## src/rtl/cipher_pkg.sv

```systemverilog
// Shared types and widths for the XOR cipher stream wrapper.
package cipher_pkg;

    localparam int unsigned BYTE_W   = 8;
    localparam int unsigned CORE_LAT = 10;

    typedef enum logic [1:0] {
        S_IDLE,
        S_REQ,
        S_REL
    } ctrl_state_t;

endpackage

```

## src/rtl/byte_fifo.sv

```systemverilog
// Small synchronous FIFO with a combinational head read and an occupancy count.
module byte_fifo #(
    parameter int unsigned DEPTH = 4,
    parameter int unsigned WIDTH = 8
) (
    input  logic                       clk,
    input  logic                       rst,
    input  logic                       push,
    input  logic [WIDTH-1:0]           wdata,
    input  logic                       pop,
    output logic [WIDTH-1:0]           rdata,
    output logic                       full,
    output logic                       empty,
    output logic [$clog2(DEPTH+1)-1:0] count
);

    localparam int unsigned AW = $clog2(DEPTH);
    localparam int unsigned CW = $clog2(DEPTH + 1);

    logic [WIDTH-1:0] mem [DEPTH];
    logic [AW-1:0]    wr_ptr;
    logic [AW-1:0]    rd_ptr;
    logic             do_push;
    logic             do_pop;

    assign full    = (count == CW'(DEPTH));
    assign empty   = (count == CW'(0));
    assign do_push = push && !full;
    assign do_pop  = pop && !empty;
    assign rdata   = mem[rd_ptr];

    // Storage carries no reset; only pointers and count define validity.
    always_ff @(posedge clk) begin
        if (do_push) begin
            mem[wr_ptr] <= wdata;
        end
    end

    always_ff @(posedge clk) begin
        if (rst) begin
            wr_ptr <= AW'(0);
            rd_ptr <= AW'(0);
            count  <= CW'(0);
        end else begin
            if (do_push) begin
                wr_ptr <= wr_ptr + AW'(1);
            end
            if (do_pop) begin
                rd_ptr <= rd_ptr + AW'(1);
            end
            case ({do_push, do_pop})
                2'b10:   count <= count + CW'(1);
                2'b01:   count <= count - CW'(1);
                default: count <= count;
            endcase
        end
    end

endmodule

```

## src/rtl/cipher_stream_ctrl.sv

```systemverilog
// Valid/ready byte stream wrapper around the XOR cipher core, one byte in flight.
// Optional CIPHER_KEY_ROLL_EN: active key increments after every completed byte.
module cipher_stream_ctrl
    import cipher_pkg::*;
#(
    parameter int unsigned DEPTH   = 4,
    parameter int unsigned TIMEOUT = 32
) (
    input  logic              clk,
    input  logic              rst,
    input  logic              key_we,
    input  logic [BYTE_W-1:0] key_in,
    input  logic              in_valid,
    output logic              in_ready,
    input  logic [BYTE_W-1:0] in_data,
    output logic              out_valid,
    input  logic              out_ready,
    output logic [BYTE_W-1:0] out_data,
    output logic              c_start,
    output logic [BYTE_W-1:0] c_key,
    output logic [BYTE_W-1:0] c_plaintext,
    input  logic              c_done,
    input  logic [BYTE_W-1:0] c_ciphertext,
    output logic              busy,
    output logic              err
);

    localparam int unsigned TMR_W = 8;
    localparam int unsigned CNT_W = $clog2(DEPTH + 1);
    localparam logic [TMR_W-1:0] TMR_MAX = TMR_W'(TIMEOUT);

    ctrl_state_t       state;
    logic [TMR_W-1:0]  timer;
    logic [BYTE_W-1:0] pend_key;
    logic              key_pend;
    logic [BYTE_W-1:0] fifo_rdata;
    logic              fifo_full;
    logic              fifo_empty;
    logic [CNT_W-1:0]  fifo_count;
    logic              push;
    logic              pop;

    assign in_ready = !fifo_full;
    assign push     = in_valid && in_ready;
    // Issue only when the previous result has left and the core is back to idle.
    assign pop      = (state == S_IDLE) && !fifo_empty && !out_valid && !c_done;
    assign busy     = (state != S_IDLE) || (fifo_count != CNT_W'(0));

    byte_fifo #(
        .DEPTH (DEPTH),
        .WIDTH (BYTE_W)
    ) u_in_fifo (
        .clk   (clk),
        .rst   (rst),
        .push  (push),
        .wdata (in_data),
        .pop   (pop),
        .rdata (fifo_rdata),
        .full  (fifo_full),
        .empty (fifo_empty),
        .count (fifo_count)
    );

    always_ff @(posedge clk) begin
        if (rst) begin
            state       <= S_IDLE;
            timer       <= TMR_W'(0);
            pend_key    <= BYTE_W'(0);
            key_pend    <= 1'b0;
            c_key       <= BYTE_W'(0);
            c_plaintext <= BYTE_W'(0);
            c_start     <= 1'b0;
            out_valid   <= 1'b0;
            out_data    <= BYTE_W'(0);
            err         <= 1'b0;
        end else begin
            if (key_we) begin
                pend_key <= key_in;
                key_pend <= 1'b1;
            end
            if (out_valid && out_ready) begin
                out_valid <= 1'b0;
            end
            if (timer != TMR_MAX) begin
                timer <= timer + TMR_W'(1);
            end

            case (state)
                S_IDLE: begin
                    // A key written this very cycle stays pending for the next idle cycle.
                    if (key_pend) begin
                        c_key <= pend_key;
                        if (!key_we) begin
                            key_pend <= 1'b0;
                        end
                    end
                    if (pop) begin
                        c_plaintext <= fifo_rdata;
                        c_start     <= 1'b1;
                        timer       <= TMR_W'(0);
                        state       <= S_REQ;
                    end
                end
                S_REQ: begin
                    if (c_done) begin
                        out_data  <= c_ciphertext;
                        out_valid <= 1'b1;
                        c_start   <= 1'b0;
                        timer     <= TMR_W'(0);
                        state     <= S_REL;
`ifdef CIPHER_KEY_ROLL_EN
                        c_key     <= c_key + BYTE_W'(1);
`else
                        c_key     <= c_key;
`endif
                    end else if (timer == TMR_MAX) begin
                        err     <= 1'b1;
                        c_start <= 1'b0;
                        timer   <= TMR_W'(0);
                        state   <= S_REL;
                    end
                end
                S_REL: begin
                    if (!c_done) begin
                        timer <= TMR_W'(0);
                        state <= S_IDLE;
                    end else if (timer == TMR_MAX) begin
                        err   <= 1'b1;
                        timer <= TMR_W'(0);
                        state <= S_IDLE;
                    end
                end
                default: begin
                    c_start <= 1'b0;
                    state   <= S_IDLE;
                end
            endcase
        end
    end

endmodule

```

## config.mk

```make
export PLATFORM = sky130hd
export DESIGN_NAME = cipher_stream_ctrl
export DESIGN_NICKNAME = d
export VERILOG_FILES = /design/src/rtl/cipher_pkg.sv /design/src/rtl/byte_fifo.sv /design/src/rtl/cipher_stream_ctrl.sv
export SDC_FILE = /design/constraint.sdc
export NUM_CORES = 1
export LEC_CHECK = 0
export BUFFER_PORTS_ARGS = -buffer_cell sky130_fd_sc_hd__buf_2
export CELL_PAD_IN_SITES_DETAIL_PLACEMENT = 1
export CELL_PAD_IN_SITES_GLOBAL_PLACEMENT = 2
export CORE_ASPECT_RATIO = 0.8
export CORE_MARGIN = 2
export CORE_UTILIZATION = 40
export CTS_BUF_LIST = sky130_fd_sc_hd__clkbuf_8
export DETAILED_ROUTE_END_ITERATION = 6
export PLACE_DENSITY_LB_ADDON = 0.1
export SYNTH_ARGS = -nofsm -noshare
export SYNTH_HDL_FRONTEND = slang
export SYNTH_SLANG_ARGS = --single-unit
```

## constraint.sdc

```tcl
create_clock -name clk -period 4.2 [get_ports clk]
set_clock_uncertainty 0.15 [all_clocks]
set_input_delay 0 -clock clk [delete_from_list [all_inputs] [get_ports clk]]
set_output_delay 0 -clock clk [all_outputs]
set_load 0.02 [all_outputs]
```

==> results of run 1 <==
-- registers in the layout, summed over array words and instances (netlist names), 2 cells and up --
name and cells:
c_key 8, u_in_fifo.count 3, u_in_fifo.wr_ptr 2, state 2, timer 8, c_plaintext 8
u_in_fifo.mem 32, pend_key 8, out_data 8, u_in_fifo.rd_ptr 2
-- layout by cell type (no fill, tap or decap), types with 2 or more instances in the layout --
cell           count
nand2b_1           3
dlygate4sd3_1     36
or3_1              2
nor2_1            36
clkbuf_8           9
ha_1               8
a21oi_1           27
o21ai_0            4
and2_1             2
inv_1             10
nand2_1           38
buf_2             58
inv_6              2
xnor2_1            3
edfxtp_1          32
mux2i_1           16
a31oi_1            2
nor3_1             4
inv_2              2
nand3_1            7
xor2_1             8
and3_1             7
mux4_2             8
dfxtp_1           53
inv_8              4
-- how the worst max path moves through the flow --
stage / cells past startpoint / startpoint / slack (ns) / to
floorplan: 11 / state[1] / 1.61 / u_in_fifo.count[2]
global placement: 9 / state[1] / 1.44 / u_in_fifo.count[2]
detailed placement: 9 / state[1] / 1.33 / u_in_fifo.count[2]
CTS: 9 / state[0] / 1.30 / u_in_fifo.count[2]
global route: 9 / state[1] / 1.07 / u_in_fifo.count[2]
finish: 9 / state[1] / 1.33 / u_in_fifo.count[2]
-- where the power goes --
group | internal (mW) | switching (mW)
sequential | 0.963 | 0.0992
clock | 0.237 | 0.333
combinational | 0.263 | 0.335
total | 1.46 | 0.767
-- worst max-delay path: cells and delay by family (launching register included) --
family,cells,cell delay [ns]
simple gates,3,0.98
fa+ha+maj,2,0.59
flops,1,0.42
buf+inv,2,0.37
xor+xnor,1,0.15
compound gates,1,0.13
-- cells by family (layout without fill, tap and decap cells) --
logic type | Yosys count | in the layout
buf+inv | 27 | 122
simple gates | 108 | 108
compound gates | 36 | 36
xor+xnor | 11 | 11
mux | 24 | 24
flops | 85 | 85
fa+ha+maj | 9 | 9
-- routing by layer --
layer / GRT usage (%) / vias up / wire (um) / part of all wire, %
met2: 29.0 / 41 / 3590 / 48
met4: 4.60 / 0 / 63 / 0.84
li1: - / 1218 / - / -
met3: 4.96 / 5 / 291 / 3.9
met1: 22.1 / 1163 / 3540 / 47
met5: 0 / - / 0 / 0
-- final cells by class --
| class | count | area [sq um] |
|---|---|---|
| Fill cell | 909 | 3750 |
| Tap cell | 108 | 135 |
| Sequential cell | 85 | 2020 |
| Inverter | 12 | 45.0 |
| Clock inverter | 7 | 71.3 |
| Clock buffer | 9 | 124 |
| Timing Repair Buffer | 94 | 651 |
| Multi-Input combinational cell | 188 | 1250 |
-- timing repair --
item	4_1_cts	5_1_grt
setup buffers	0	0
endpoints found under the setup margin	0	0
endpoints found under the hold margin	55	0
hold buffers	36	0
==> results.py, run 1 <==
metrics = {
    "placement": {
        "io_buffers": 58,
        "hpwl_mm": 4.92,
        "dp_worst_setup_slack_ns": 1.33,
        "routabilityCongestion": 0.738,
        "dp.cells": 451,
        "placed_cell_area_sq_mm": 0.00375,
    },
    "power_and_ir_drop": {
        "p_leak_nw": 1.77,
        "p_per_area_mw_per_mm2": 519,
        "p_total_mw": 2.23,
        "vdd_drop_max_mv": 0.221,
    },
    "clock_tree": {
        "cts_resized": 0,
        "cts_max_level": 3,
        "clockRootBuffer": "clkbuf_8",
        "clockBufferDepth": 2,
        "clkSlewWorstSetupHoldPaths_ns": 0.09,
        "cts_made_buffers": 9,
        "clock-sinks": 85,
        "cts_tree": "done",
        "clkLatencyLatePin_ns": 0.36,
    },
    "min_path": {
        "hp-class": "input pin to flip-flop",
        "holdCritStartpoint": "rst",
        "worstHoldEndpoint": "err",
        "min_path_cells": 2,
    },
    "worst_setup_path": {
        "r2r-end": "u_in_fifo.count[2]",
        "crit_required_ns": 4.33,
        "cp.arrival_ns": 3.00,
        "r2r_slack_ns": 1.33,
        "slowest_stage": "dfxtp_1",
        "setup.worst_path.end_class": "flip-flop",
        "criticalPathCategory": "flip-flop to flip-flop",
        "r2r_cells": 9,
        "path_cells": "nor2_1 > nand3_1 > inv_2 > ha_1 > inv_1 > fa_1 > xor2_1 > or3_1 > a21oi_1",
        "r2r_start": "state[1]",
        "worstPathMaxFanout": 11,
        "cp-start-kind": "flip-flop",
        "cp_slowest_stage_delay_ns": 0.42,
    },
    "cells_and_area": {
        "layout.nets": 429,
        "stdcell_count": 503,
        "finish.utilization_pct": 53.4,
        "drive_gt1_share_pct": 22.5,
        "area_delta_synth_final_pct": 27.2,
        "stdcell_area_sq_mm": 0.00430,
        "insertedDiodeCount": 0,
    },
    "timing": {
        "setup_violations": 0,
        "hold_ws_ns": 0.0948,
        "drv_slew": 0,
        "worst_pin_slew_ns": 0.898,
        "fin_crit_ns": 2.87,
        "fin_setup_tns_ns": 0,
        "setup_ws_ns": 1.33,
        "fmax_mhz": 349,
        "min_period_over_period_pct": 68.3,
        "hold_viol": 0,
        "slew_headroom_pct": 40.1,
        "rsz0062_at_grt": "no",
    },
    "drt": {
        "wire_per_inst_um": 14.9,
        "wl_mm": 7.49,
        "final_antenna_net_count": 0,
        "viasPerCell": 4.83,
        "drtIter0Drc": 84,
        "vias": 2427,
        "firstDrtPassIters": 4,
        "drc_errors": 0,
    },
    "floorplan": {
        "die-area_sq_mm": 0.00921,
        "initial_utilization_pct": 42.0,
        "row_count": 29,
        "core_sq_mm": 0.00806,
        "die_h_um": 86.2,
        "ios": 59,
        "fp.dieW_um": 107,
    },
    "synthesis": {
        "synth_ff_type": "dfxtp_1",
        "async_flop_share_pct": 0,
        "netlist_top_cells_area": "dfxtp_1 (31%), edfxtp_1 (28%), mux4_2 (5.3%)",
        "synthMuxAreaShare_pct": 10.1,
        "synthTopCellsByCount": "dfxtp_1 (53), nand2_1 (38), nor2_1 (36)",
        "seq_area_frac_synth_pct": 59.8,
        "yosys.area.top_type_share_pct": 31.4,
        "yosysTopAreaCell": "dfxtp_1",
        "synth_edf_count": 32,
        "synth.most_common_cell": "dfxtp_1",
        "synthXorXnorAreaFrac_pct": 2.85,
        "yosys.area_share.simple_pct": 14.9,
        "syn_area_sq_mm": 0.00338,
        "synth_compound_area_share_pct": 5.74,
        "synthAdderAreaFrac_pct": 3.55,
        "syn_inst": 300,
        "synth_top_family_by_area": "simple AND/OR/NAND/NOR gates",
        "yosys_warnings": 0,
        "synth.distinct_cells": 36,
        "syn_avg_cell_area_sq_um": 11.3,
        "ys_ff_latch": 85,
        "syn_nets": 339,
    },
    "run": {
        "max_cap_viol_count": 0,
    },
    "grt": {
        "grtUsageTotal_pct": 17.3,
        "first_global_vias": 2509,
        "grt_pass1_wl_mm": 12.2,
        "grt_max_degree": 50,
        "grt_overflow": 0,
        "antenna_found_initial": 0,
    },
    "status": {
        "outcome": "complete, no violations",
    },
}
No activity file was read; power rests on OpenSTA's default activity.
==> run 2: changes to the inputs <==
- CORE_UTILIZATION: 40 -> 37
- clock period: 4.2 -> 2.7 ns (I/O delays scaled with it)
==> run 2 against run 1 <==
Combinational power is 63% higher. Largest power group unchanged. Fmax is 12% higher. Die area is 7.8% higher. Core utilization is 5.1 points lower. Non-clock buffer count is 4 higher. Clock-buffer cell count is 1 higher.
==> results.py, run 2 (synthesis gave the netlist of run 1 again) <==
metrics = {
    "status": {
        "outcome": "complete, no violations",
    },
    "worst_setup_path": {
        "crit_required_ns": 2.84,
        "worstPathMaxFanout": 6,
        "r2r_cells": 9,
        "r2r_slack_ns": 0.15,
        "criticalPathCategory": "flip-flop to flip-flop",
        "r2r_start": "u_in_fifo.count[0]",
        "cp-start-kind": "flip-flop",
        "cp.arrival_ns": 2.69,
        "setup.worst_path.end_class": "flip-flop",
        "r2r-end": "u_in_fifo.count[2]",
    },
    "min_path": {
        "min_path_cells": 2,
        "holdCritStartpoint": "rst",
        "hp-class": "input pin to flip-flop",
        "worstHoldEndpoint": "u_in_fifo.rd_ptr[1]",
    },
    "drt": {
        "wire_per_inst_um": 14.7,
        "final_antenna_net_count": 0,
        "firstDrtPassIters": 4,
        "vias": 2452,
        "drtIter0Drc": 99,
        "viasPerCell": 4.77,
        "wl_mm": 7.55,
        "drc_errors": 0,
    },
    "power_and_ir_drop": {
        "vdd_drop_max_mv": 0.378,
        "p_total_mw": 3.45,
        "p_leak_nw": 1.76,
        "p_per_area_mw_per_mm2": 797,
    },
    "timing": {
        "fmax_mhz": 392,
        "min_period_over_period_pct": 94.6,
        "drv_slew": 0,
        "hold_viol": 0,
        "rsz0062_at_grt": "no",
        "worst_pin_slew_ns": 0.942,
        "fin_crit_ns": 2.55,
        "setup_violations": 0,
        "slew_headroom_pct": 37.2,
        "fin_setup_tns_ns": 0,
    },
    "grt": {
        "first_global_vias": 2509,
        "grt_overflow": 0,
        "grt_pass1_wl_mm": 12.4,
        "antenna_found_initial": 0,
        "grtUsageTotal_pct": 16.2,
        "grt_max_degree": 50,
    },
    "floorplan": {
        "die_h_um": 89.5,
        "ios": 59,
        "row_count": 31,
        "core_sq_mm": 0.00896,
        "die-area_sq_mm": 0.00992,
        "fp.dieW_um": 111,
        "initial_utilization_pct": 37.7,
    },
    "placement": {
        "placed_cell_area_sq_mm": 0.00378,
        "routabilityCongestion": 0.743,
        "io_buffers": 58,
        "hpwl_mm": 4.73,
    },
    "clock_tree": {
        "cts_made_buffers": 9,
        "clkSlewWorstSetupHoldPaths_ns": 0.08,
        "post_cts_buffers": 0,
        "cts_max_level": 3,
        "clockRootBuffer": "clkbuf_8",
        "hold_buffers": 36,
        "cts_tree": "done",
        "cts_resized": 0,
        "clockBufferDepth": 2,
        "clock-sinks": 85,
        "clkLatencyLatePin_ns": 0.37,
    },
    "cells_and_area": {
        "largest_register_ffs": 32,
        "stdcell_area_sq_mm": 0.00433,
        "ff_latch_area_sq_mm": 0.00202,
        "largest_register": "u_in_fifo.mem",
        "fillers": 998,
        "insertedDiodeCount": 0,
        "final_common_cell": "buf_2",
        "mostFrequentLayoutCells": "buf_2 (58), dfxtp_1 (53), nand2_1 (38)",
        "area_delta_synth_final_pct": 28.1,
        "multi_input_area_sq_mm": 0.00125,
        "layout.nets": 433,
        "drive_gt1_share_pct": 23.3,
    },
    "run": {
        "max_cap_viol_count": 0,
    },
}
==> run 2: cell count changes in the layout (fill, tap and decap cells not counted) <==
cell,delta
clkinvlp_4,+5
buf_4,+4
inv_8,-4
clkbuf_8,+1
clkinv_4,-1
inv_6,-1
==> run 2: per-stage QoR <==
step           hold slack [ns]  setup WS [ns]  utilization [%]  std cells
2_1_floorplan          -0.0511          0.114                -        300
3_3_place_gp            0.0665          0.257             42.2        462
3_5_place_dp            0.0729          0.164             42.2        462
4_1_cts                  0.116          0.134             48.3        514
5_1_grt                  0.179         0.0352             48.3        514
6_report                 0.115          0.146             48.3        514
==> run 2: final cells by class <==
type                            instances  area share, %
Timing Repair Buffer                   98           15.7
Multi-Input combinational cell        188           29.0
Clock buffer                           10           3.18
Tap cell                              115           3.32
Clock inverter                          6           1.07
Inverter                               12           1.04
Sequential cell                        85           46.7
==> run 2: per-layer routing <==
layer	track usage [%]	up-vias	wire length, um
li1	-	1222	-
met1	21.6	1165	3820
met2	25.6	55	3290
met3	4.54	10	319
met4	5.80	0	113
met5	0	-	0
==> run 2: how the worst max path moves through the flow <==
stage	from	endpoint	cells after the start
3_3_place_gp	u_in_fifo.count[0]	u_in_fifo.count[2]	9
4_1_cts	u_in_fifo.count[0]	u_in_fifo.count[2]	9
5_1_grt	u_in_fifo.count[0]	u_in_fifo.count[2]	9
2_1_floorplan	state[1]	u_in_fifo.count[2]	11
6_report	u_in_fifo.count[0]	u_in_fifo.count[2]	9
3_5_place_dp	u_in_fifo.count[0]	u_in_fifo.count[2]	9
==> run 2: report_power, final <==
| group | leakage [nW] | total [mW] | switching, mW | internal [mW] |
|---|---|---|---|---|
| registers | 0.726 | 1.64 | 0.139 | 1.50 |
| clock network | 0.0772 | 0.835 | 0.474 | 0.361 |
| logic | 0.957 | 0.975 | 0.540 | 0.436 |
==> run 2: worst max-delay path: stages (launching register included) <==
cell     delay [ns]
dfxtp_1        0.35
or3b_1         0.48
and2_1         0.24
inv_2          0.07
ha_1           0.17
inv_1          0.06
fa_1           0.37
xor2_1         0.16
or3_1          0.30
a21oi_1        0.14
==> run 3: changes to the inputs <==
- REMOVE_ABC_BUFFERS: unset -> 1
==> run 3 against run 2 <==
Global-route usage rose by 0.33 points. Sequential share of layout area fell by 0.35 points. Largest cell class unchanged. Routed wire length is 1.4% higher. Non-clock buffer count is the same. Cell count stayed put. Largest power group unchanged. Via count increased by 0.73%. Critical path depth did not move. Clock power increased by 18%. Setup slack better by 0.045 ns.
==> results.py, run 3 (synthesis gave the netlist of run 1 again) <==
metrics = {
    "worst_setup_path": {
        "cp-start-kind": "flip-flop",
        "crit_required_ns": 2.84,
        "setup.worst_path.end_class": "flip-flop",
        "path_cells": "or3b_4 > and2_1 > inv_2 > ha_1 > inv_1 > fa_1 > xor2_1 > or3_1 > a21oi_1",
        "cp.arrival_ns": 2.65,
        "cp_num_buf_inv": 2,
        "slowest_stage": "or3b_4",
        "worstPathMaxFanout": 6,
        "r2r_start": "u_in_fifo.count[2]",
        "r2r-end": "u_in_fifo.count[2]",
        "cp_slowest_stage_delay_ns": 0.42,
        "r2r_cells": 9,
        "r2r_slack_ns": 0.19,
        "criticalPathCategory": "flip-flop to flip-flop",
        "cp_top_family": "simple AND/OR/NAND/NOR gates",
    },
    "timing": {
        "drv_slew": 0,
        "hold_viol": 0,
        "fin_crit_ns": 2.51,
        "rsz0062_at_grt": "no",
        "min_period_over_period_pct": 92.9,
        "slew_headroom_pct": 36.5,
        "fin_setup_tns_ns": 0,
        "setup_violations": 0,
        "fmax_mhz": 399,
        "worst_pin_slew_ns": 0.953,
    },
    "clock_tree": {
        "cts_tree": "done",
        "cts_made_buffers": 9,
        "cts_max_level": 3,
        "clkSlewWorstSetupHoldPaths_ns": 0.08,
        "clockRootBuffer": "clkbuf_8",
        "clkLatencyLatePin_ns": 0.37,
        "clockBufferDepth": 2,
        "clock-sinks": 85,
    },
    "floorplan": {
        "core_sq_mm": 0.00896,
        "fp.dieW_um": 111,
        "row_count": 31,
        "initial_utilization_pct": 37.7,
        "ios": 59,
        "die-area_sq_mm": 0.00992,
        "die_h_um": 89.5,
    },
    "grt": {
        "first_global_vias": 2503,
        "grt_pass1_wl_mm": 12.6,
        "gr-usage-met1_pct": 21.0,
        "grt_max_degree": 50,
        "antenna_found_initial": 0,
        "grt_overflow": 0,
        "grtUsageTotal_pct": 16.5,
        "grt_busiest_layer": "met2",
        "use_met3_pct": 4.81,
        "global_route.usage.met2_pct": 26.7,
    },
    "cells_and_area": {
        "final_common_cell": "buf_2",
        "area_delta_synth_final_pct": 29.0,
        "largest_register": "u_in_fifo.mem",
        "fillers": 1002,
        "drive_gt1_share_pct": 23.6,
        "insertedDiodeCount": 0,
        "multi_input_area_sq_mm": 0.00126,
        "layout.nets": 433,
        "mostFrequentLayoutCells": "buf_2 (58), dfxtp_1 (53), nand2_1 (38)",
        "ff_latch_area_sq_mm": 0.00202,
        "largest_register_ffs": 32,
    },
    "min_path": {
        "hp-class": "input pin to flip-flop",
        "holdCritStartpoint": "rst",
        "worstHoldEndpoint": "out_data[1]",
        "min_path_cells": 2,
    },
    "power_and_ir_drop": {
        "p_leak_nw": 1.78,
        "p_total_mw": 3.61,
        "vdd_drop_max_mv": 0.408,
        "p_per_area_mw_per_mm2": 829,
    },
    "run": {
        "max_cap_viol_count": 0,
    },
    "status": {
        "outcome": "complete, no violations",
    },
    "drt": {
        "firstDrtPassIters": 4,
        "drtIter0Drc": 101,
        "wl_mm": 7.66,
        "viasPerCell": 4.81,
        "final_antenna_net_count": 0,
        "drc_errors": 0,
        "vias": 2470,
        "wire_per_inst_um": 14.9,
    },
    "placement": {
        "routabilityCongestion": 0.746,
        "io_buffers": 58,
        "hpwl_mm": 4.98,
    },
}
-- run 3: power breakdown --
| part | leakage (nW) | switching (mW) | internal [mW] |
|---|---|---|---|
| Sequential | 0.726 | 0.143 | 1.50 |
| Clock | 0.0973 | 0.471 | 0.514 |
| Combinational | 0.959 | 0.542 | 0.447 |
| Total | 1.78 | 1.16 | 2.46 |
-- run 3: how the worst max path moves through the flow --
stage                             startpoint            endpoint  slack, ns  depth (start not counted)
after floorplan           u_in_fifo.count[0]  u_in_fifo.count[2]       0.21                          9
after global placement    u_in_fifo.count[0]  u_in_fifo.count[2]       0.24                          9
after detailed placement  u_in_fifo.count[2]  u_in_fifo.count[2]       0.18                          9
after CTS                 u_in_fifo.count[2]  u_in_fifo.count[2]       0.13                          9
after global routing      u_in_fifo.count[2]  u_in_fifo.count[2]       0.06                          9
final                     u_in_fifo.count[2]  u_in_fifo.count[2]       0.19                          9
-- run 3: cell type report --
class | instances | area share [%]
inverter | 12 | 1.03
clock buffer | 9 | 2.84
tap | 115 | 3.30
timing repair buffer | 98 | 15.6
clock inverter | 7 | 2.07
multi-input combinational | 188 | 28.8
sequential | 85 | 46.4
-- run 3: metrics by stage --
stage | setup slack (ns) | hold WS, ns | util [%] | area (sq um) | std cells
2_1_floorplan | 0.215 | -0.0809 | - | 3320 | 285
3_3_place_gp | 0.238 | 0.0664 | 42.2 | 3780 | 462
3_5_place_dp | 0.178 | 0.0765 | 42.2 | 3780 | 462
4_1_cts | 0.131 | 0.125 | 48.7 | 4360 | 514
5_1_grt | 0.0613 | 0.153 | 48.7 | 4360 | 514
6_report | 0.191 | 0.113 | 48.7 | 4360 | 514
-- run 3: timing repair --
action / CTS / global route
hold endpoints to repair: 55 / 0
hold buffers: 36 / 0
endpoints found under the setup margin: 0 / 1
resized for setup: 0 / 1
buffers inserted: 0 / 0
-- run 3: metal layers --
metal / up-vias / routed length, um
li1: 1219 / -
met1: 1205 / 3620
met2: 36 / 3630
met3: 10 / 278
met4: 0 / 131
met5: - / 0
